$ cat config.mk
export PLATFORM = sky130hd
export DESIGN_NAME = tm1638_key_events
export DESIGN_NICKNAME = d
export VERILOG_FILES = /design/src/rtl/tm1638_key_pkg.sv /design/src/rtl/tm1638_event_fifo.sv /design/src/rtl/tm1638_key_events.sv
export SDC_FILE = /design/constraint.sdc
export NUM_CORES = 1
export LEC_CHECK = 0
export CORE_MARGIN = 5
export CORE_UTILIZATION = 50
export CTS_CLUSTER_DIAMETER = 100
export DETAILED_ROUTE_END_ITERATION = 8
export PLACE_DENSITY = 0.65
export SLEW_MARGIN = 30
export SYNTH_ARGS = -nofsm -noshare
export SYNTH_HDL_FRONTEND = slang
export SYNTH_HIERARCHICAL = 1
export SYNTH_SLANG_ARGS = --single-unit
$ cat constraint.sdc
create_clock -name clk -period 6.11 [get_ports clk]
set_input_delay 1.222 -clock clk [delete_from_list [all_inputs] [get_ports clk]]
set_output_delay 1.222 -clock clk [all_outputs]
set_load 0.01 [all_outputs]
$ cat src/rtl/tm1638_key_pkg.sv
// tm1638_key_pkg: shared types and helpers for the TM1638 key event block.
//   KEY_IDX_W   : event index width, sized for the largest board (16 keys)
//   key_event_t : one queued event {rpt, press, idx}
//   key_idx_w   : index width for a given key count
//   tick_cycles : clock cycles per 1 ms tick for a given clock in MHz
package tm1638_key_pkg;
  function automatic int key_idx_w(input int w_key);
    return $clog2(w_key);
  endfunction
  function automatic int tick_cycles(input int clk_mhz);
    return clk_mhz * 1000;
  endfunction
  localparam int KEY_IDX_W = key_idx_w(16);
  // "repeat" is a reserved word, so the auto-repeat flag is named rpt
  typedef struct packed {
    logic                 rpt;
    logic                 press;
    logic [KEY_IDX_W-1:0] idx;
  } key_event_t;
endpackage

$ cat src/rtl/tm1638_event_fifo.sv
// tm1638_event_fifo: small event FIFO; a full FIFO accepts push and pop in the same cycle.
//   clk, rst_n  : clock, asynchronous active-low reset
//   push, din   : write request and data (dropped when full and not popping)
//   pop         : remove head (ignored when empty)
//   dout        : head entry, 0 when empty
//   full, empty : occupancy flags
module tm1638_event_fifo
  import tm1638_key_pkg::*;
#(
  parameter int  depth = 4,
  parameter type evt_t = key_event_t
) (
  input  logic clk,
  input  logic rst_n,
  input  logic push,
  input  evt_t din,
  input  logic pop,
  output evt_t dout,
  output logic full,
  output logic empty
);
  localparam int AW = $clog2(depth);
  evt_t mem [depth];
  // one extra pointer bit separates full from empty
  logic [AW:0] wr_ptr, rd_ptr;
  logic do_push, do_pop;
  assign empty   = wr_ptr == rd_ptr;
  assign full    = (wr_ptr[AW-1:0] == rd_ptr[AW-1:0]) && (wr_ptr[AW] != rd_ptr[AW]);
  assign do_pop  = pop && !empty;
  assign do_push = push && (!full || do_pop);
  assign dout    = empty ? '0 : mem[rd_ptr[AW-1:0]];
  always_ff @(posedge clk or negedge rst_n)
    if (!rst_n) begin
      wr_ptr <= '0;
      rd_ptr <= '0;
    end else begin
      if (do_push) wr_ptr <= wr_ptr + 1'b1;
      if (do_pop) rd_ptr <= rd_ptr + 1'b1;
    end
  always_ff @(posedge clk)
    if (do_push) mem[wr_ptr[AW-1:0]] <= din;
endmodule

$ cat src/rtl/tm1638_key_events.sv
// tm1638_key_events: debounces raw TM1638 keys and queues press/release events.
//   clk, rst_n   : clock, asynchronous active-low reset
//   keys         : raw key levels (clk domain)
//   key_state    : debounced levels, 1 = pressed
//   evt_valid    : event FIFO head valid
//   evt_ready    : consumer accepts the head
//   evt_key      : key index of the head event
//   evt_press    : 1 = press, 0 = release
//   evt_repeat   : 1 = auto-repeat press (always 0 unless TM1638_KEY_AUTOREPEAT_EN)
//   evt_overflow : sticky, a pending event was overwritten before it was queued
// Optional feature: define TM1638_KEY_AUTOREPEAT_EN to enable the auto-repeat timer.
module tm1638_key_events
  import tm1638_key_pkg::*;
#(
  parameter int clk_mhz         = 50,
  parameter int w_key           = 8,
  parameter int debounce_ms     = 10,
  parameter int fifo_depth      = 4,
  parameter int repeat_delay_ms = 500,
  parameter int repeat_rate_ms  = 100
) (
  input  logic                 clk,
  input  logic                 rst_n,
  input  logic [w_key-1:0]     keys,
  output logic [w_key-1:0]     key_state,
  output logic                 evt_valid,
  input  logic                 evt_ready,
  output logic [KEY_IDX_W-1:0] evt_key,
  output logic                 evt_press,
  output logic                 evt_repeat,
  output logic                 evt_overflow
);
  localparam int TICKS = tick_cycles(clk_mhz);
  localparam int PW    = $clog2(TICKS);
  localparam int DW    = $clog2(debounce_ms + 1);
  logic [PW-1:0]        pre;
  logic                 tick;
  logic [w_key-1:0]     keys_q, tog, pend, pend_kind, pend_rpt, rep_set;
  logic [DW-1:0]        db_cnt [w_key];
  logic [KEY_IDX_W-1:0] sel;
  logic                 sel_kind, sel_rpt, push, pop, full, empty;
  key_event_t           head;
  assign tick = pre == PW'(TICKS - 1);
  always_ff @(posedge clk or negedge rst_n)
    if (!rst_n) pre <= '0;
    else pre <= tick ? '0 : pre + 1'b1;
  always_comb
    for (int i = 0; i < w_key; i++)
      tog[i] = tick && (keys_q[i] != key_state[i]) && (db_cnt[i] == DW'(debounce_ms - 1));
  always_ff @(posedge clk or negedge rst_n)
    if (!rst_n) begin
      keys_q    <= '0;
      key_state <= '0;
      for (int i = 0; i < w_key; i++) db_cnt[i] <= '0;
    end else begin
      keys_q    <= keys;
      key_state <= key_state ^ tog;
      for (int i = 0; i < w_key; i++)
        db_cnt[i] <= (keys_q[i] == key_state[i] || tog[i]) ? '0 : tick ? db_cnt[i] + 1'b1 : db_cnt[i];
    end
  // fixed priority: the lowest pending index wins
  always_comb begin
    sel      = '0;
    sel_kind = 1'b0;
    sel_rpt  = 1'b0;
    for (int i = w_key - 1; i >= 0; i--)
      if (pend[i]) begin
        sel      = KEY_IDX_W'(i);
        sel_kind = pend_kind[i];
        sel_rpt  = pend_rpt[i];
      end
  end
  assign pop  = evt_valid && evt_ready;
  assign push = |pend && (!full || pop);
  // a debounce toggle outranks a repeat for the same key in the same cycle
  always_ff @(posedge clk or negedge rst_n)
    if (!rst_n) begin
      pend         <= '0;
      pend_kind    <= '0;
      pend_rpt     <= '0;
      evt_overflow <= 1'b0;
    end else begin
      for (int i = 0; i < w_key; i++)
        if (tog[i] || rep_set[i]) begin
          pend[i]      <= 1'b1;
          pend_kind[i] <= tog[i] ? ~key_state[i] : 1'b1;
          pend_rpt[i]  <= !tog[i];
          if (pend[i] && !(push && sel == KEY_IDX_W'(i))) evt_overflow <= 1'b1;
        end else if (push && sel == KEY_IDX_W'(i)) begin
          pend[i] <= 1'b0;
        end
    end
  tm1638_event_fifo #(.depth(fifo_depth), .evt_t(key_event_t)) u_fifo (
    .clk   (clk),
    .rst_n (rst_n),
    .push  (push),
    .din   ('{rpt: sel_rpt, press: sel_kind, idx: sel}),
    .pop   (pop),
    .dout  (head),
    .full  (full),
    .empty (empty)
  );
  assign evt_valid  = !empty;
  assign evt_key    = head.idx;
  assign evt_press  = head.press;
  assign evt_repeat = head.rpt;
`ifdef TM1638_KEY_AUTOREPEAT_EN
  localparam int RMAX = (repeat_delay_ms > repeat_rate_ms) ? repeat_delay_ms : repeat_rate_ms;
  localparam int RW   = $clog2(RMAX + 1);
  logic                 rep_on, rep_held, rep_rel, press_any, rep_fire;
  logic [KEY_IDX_W-1:0] rep_key, press_idx;
  logic [RW-1:0]        rep_cnt;
  always_comb begin
    press_any = 1'b0;
    press_idx = '0;
    rep_held  = 1'b0;
    rep_rel   = 1'b0;
    for (int i = w_key - 1; i >= 0; i--) begin
      if (tog[i] && !key_state[i]) begin
        press_any = 1'b1;
        press_idx = KEY_IDX_W'(i);
      end
      if (rep_key == KEY_IDX_W'(i)) begin
        rep_held = key_state[i];
        rep_rel  = tog[i] && key_state[i];
      end
    end
    rep_fire = rep_on && tick && rep_cnt == RW'(1) && rep_held;
    for (int i = 0; i < w_key; i++) rep_set[i] = rep_fire && rep_key == KEY_IDX_W'(i);
  end
  always_ff @(posedge clk or negedge rst_n)
    if (!rst_n) begin
      rep_on  <= 1'b0;
      rep_key <= '0;
      rep_cnt <= '0;
    end else if (press_any) begin
      rep_on  <= 1'b1;
      rep_key <= press_idx;
      rep_cnt <= RW'(repeat_delay_ms);
    end else if (rep_rel) begin
      rep_on <= 1'b0;
    end else if (rep_on && tick) begin
      if (rep_cnt == RW'(1)) begin
        rep_cnt <= RW'(repeat_rate_ms);
        rep_on  <= rep_held;
      end else begin
        rep_cnt <= rep_cnt - 1'b1;
      end
    end
`else
  assign rep_set = '0;
`endif
endmodule

==> results_dict.tcl <==
set metrics [dict create \
    cp_max_fo 9 \
    rows 38 \
    endpoint_kind "output pin" \
    cts_setup_buffers 0 \
    power.density_mw_per_mm2 345 \
    leakagePower_uw 0.00288 \
    async_reset_ff_frac 0.798 \
    vias_per_cell 5.45 \
    grt_max_degree 81 \
    initial_core_util 0.512 \
    post_cts_resize_count 0 \
    critical_path_class "register to output pin" \
    die_area_mm2 0.0134 \
    reg2reg_depth 8 \
    cts_tree "done" \
    drive_gt1_frac 0.0974 \
    antenna_cells 0 \
    setup_viol 0 \
    whs_path_depth 1 \
    outcome "completed" \
    tightest_slew_ns 0.865 \
    htree_levels 4 \
    dr.pass1.iters 4 \
    switching_share 0.252 \
    fin_crit_sh 0.615 \
    seq_area_mm2 0.00310 \
    area_growth_pct 18.0 \
    place_ws_ns 2.42 \
    grt-ovfl-total 0 \
    die_y_um 116 \
    ys_warn_count 6 \
    power_switching_uw 573 \
    grt.total_usage 0.169 \
    seq_power_share 0.395 \
    timing.fmax_mhz 266 \
    pin_count 27 \
    fillers 874 \
    drcViolationCount 0 \
    postSynthCellCount 486 \
    cts_buffers 17 \
    clkPwrFrac 0.450 \
    antenna_left 0 \
    ys.flop_type "dfrtp_1" \
    ys_seq_area_frac 0.556 \
    critPathRequiredTime_ns 4.89 \
    peakVddDrop_uv 268 \
    ys_ff_latch 119 \
    hp-class "register to register" \
    clockRootBuffer "clkbuf_8" \
    nNetsFinal 554 \
    hpwlAfterDp_um 6750 \
    gp_congestion 0.797 \
    drtIter0Drc 166 \
    post_drt_wl_per_cell_um 15.0 \
    setup_slack_ns 2.35 \
    setup_tns_ns 0 \
    grt_pass1_vias 3652 \
    grt_pass1_wl_um 17500 \
    maxCapViolations 0 \
    multi_input_area_mm2 0.00235 \
    hold_buffers 0 \
    die_w_um 116 \
    clockBufferDepth 2 \
    antenna_found_initial 0 \
    reg2reg_slack_ns 2.89 \
    synth_edf_count 24 \
    syn-cell-area_mm2 0.00558 \
    drv_slew 0 \
    numClockSinks 119 \
    synth.distinct_cells 60 \
    io_buffers 26 \
    coreArea_mm2 0.0109 \
    drt_wl_total_um 10100 \
    clock_latency_ns 0.53 \
    skew_ns 0.0159 \
    pwr-share-comb 0.155 \
    via_count 3670 \
    fin_crit_ns 3.76 \
    p_int_uw 1700 \
    hold_viol 0 \
    worstSetupStartpointType "register" \
    rsz0062_at_grt "false" \
    slew_headroom 0.419 \
    cp.arrival_ns 2.53 \
    avgSynthCellArea_um2 11.5 \
    cts.clk_slew.worst_paths_ns 0.06 \
]
[through the flow]
step	hold WS [ns]	cell area [um^2]	total power (uW)	instances	utilization
after global placement	0.469	5960	1260	642	0.547
after CTS	0.484	6580	2300	674	0.604
final	0.484	6580	2270	674	0.604
after floorplan	0.453	5590	1140	489	-
after detailed placement	0.475	5960	1270	642	0.548
after global routing	0.504	6580	2370	674	0.604
[cells in the final DEF, fill, tap and decap left out, types with 5 or more instances in the layout]
cell,instances
inv_1,17
a21oi_1,19
xor2_1,22
or3_1,5
nor2_1,55
nand4_1,7
clkbuf_8,7
nor3_1,18
xnor2_1,25
and2_1,9
nand3_1,8
o21ai_1,12
and3_1,5
edfxtp_1,24
nand2_1,47
nor2b_1,11
ha_1,22
clkbuf_16,16
dfrtp_1,95
clkdlybuf4s50_1,25
[cell usage after synthesis (5+ instances only)]
master	instances	area share
nor3_1	18	0.016
buf_2	6	0.0054
nor2_1	55	0.037
clkbuf_1	6	0.0040
and3_1	5	0.0056
and2_1	9	0.010
nor2b_1	11	0.012
edfxtp_1	24	0.13
nand3_1	8	0.0072
o21ai_1	12	0.011
nand2_1	47	0.032
ha_1	22	0.049
inv_1	17	0.011
a21oi_1	19	0.017
nand4_1	7	0.0079
or3_1	5	0.0056
dfrtp_1	95	0.43
xor2_1	22	0.035
xnor2_1	25	0.039
[worst max-delay path, cell delays in order (launching register included)]
cell and delay [ns]:
dfrtp_1 0.73, xor2_4 0.21, nor3_2 0.47, nor2b_1 0.10
clkdlybuf4s50_1 0.51
[final timing paths]
path / from / to
worst max-delay path: u_fifo/rd_ptr[0] / evt_key[0]
worst min-delay path: pre[0] / pre[0]
worst max register to register: u_fifo/rd_ptr[0] / u_fifo/mem[3][1]
worst min register to register: pre[0] / pre[0]
max in group asynchronous: rst_n / pend_kind[0]
min in group asynchronous: rst_n / db_cnt[9]
[power groups by stage]
| stage | clock network, uW | registers [uW] | logic [uW] |
|---|---|---|---|
| 2_1_floorplan | 0 | 875 | 263 |
| 3_3_place_gp | 0 | 908 | 351 |
| 3_5_place_dp | 0 | 910 | 360 |
| 4_1_cts | 1050 | 896 | 360 |
| 5_1_grt | 1080 | 900 | 390 |
| 6_report | 1020 | 895 | 352 |
[cell type report]
class,instances,share of cell area
Clock buffer,24,0.0761
Clock inverter,8,0.0177
Inverter,17,0.00970
Multi-Input combinational cell,338,0.357
Sequential cell,119,0.471
Tap cell,140,0.0266
Timing Repair Buffer,28,0.0420
[flip-flops by register name (all words and copies together), names as in the netlist]
name and flops:
pre 16, u_fifo/wr_ptr 3, pend_rpt 8, key_state 8
keys_q 8, pend_kind 8, u_fifo/mem 24, pend 8
evt_overflow 1, db_cnt 32, u_fifo/rd_ptr 3
[metal layers]
layer  vias to the layer above  global-route usage  part of all wire
li1                       1794                   -                 -
met1                      1818               0.224              0.47
met2                        44               0.258              0.47
met3                        14              0.0517             0.038
met4                         0              0.0751             0.017
met5                         -                   0                 0
[cell families (layout without fill, tap and decap cells)]
| logic type | count (synthesis) | in the layout | synth area share |
|---|---|---|---|
| flops | 119 | 119 | 0.556 |
| fa+ha+maj | 22 | 22 | 0.0494 |
| mux | 9 | 9 | 0.0330 |
| buf+inv | 32 | 77 | 0.0249 |
| xor+xnor | 49 | 49 | 0.0837 |
| other cells | 1 | 4 | 0.000673 |
| simple gates | 182 | 182 | 0.162 |
| compound gates | 72 | 72 | 0.0904 |
Power figures use the tool's default switching activity.
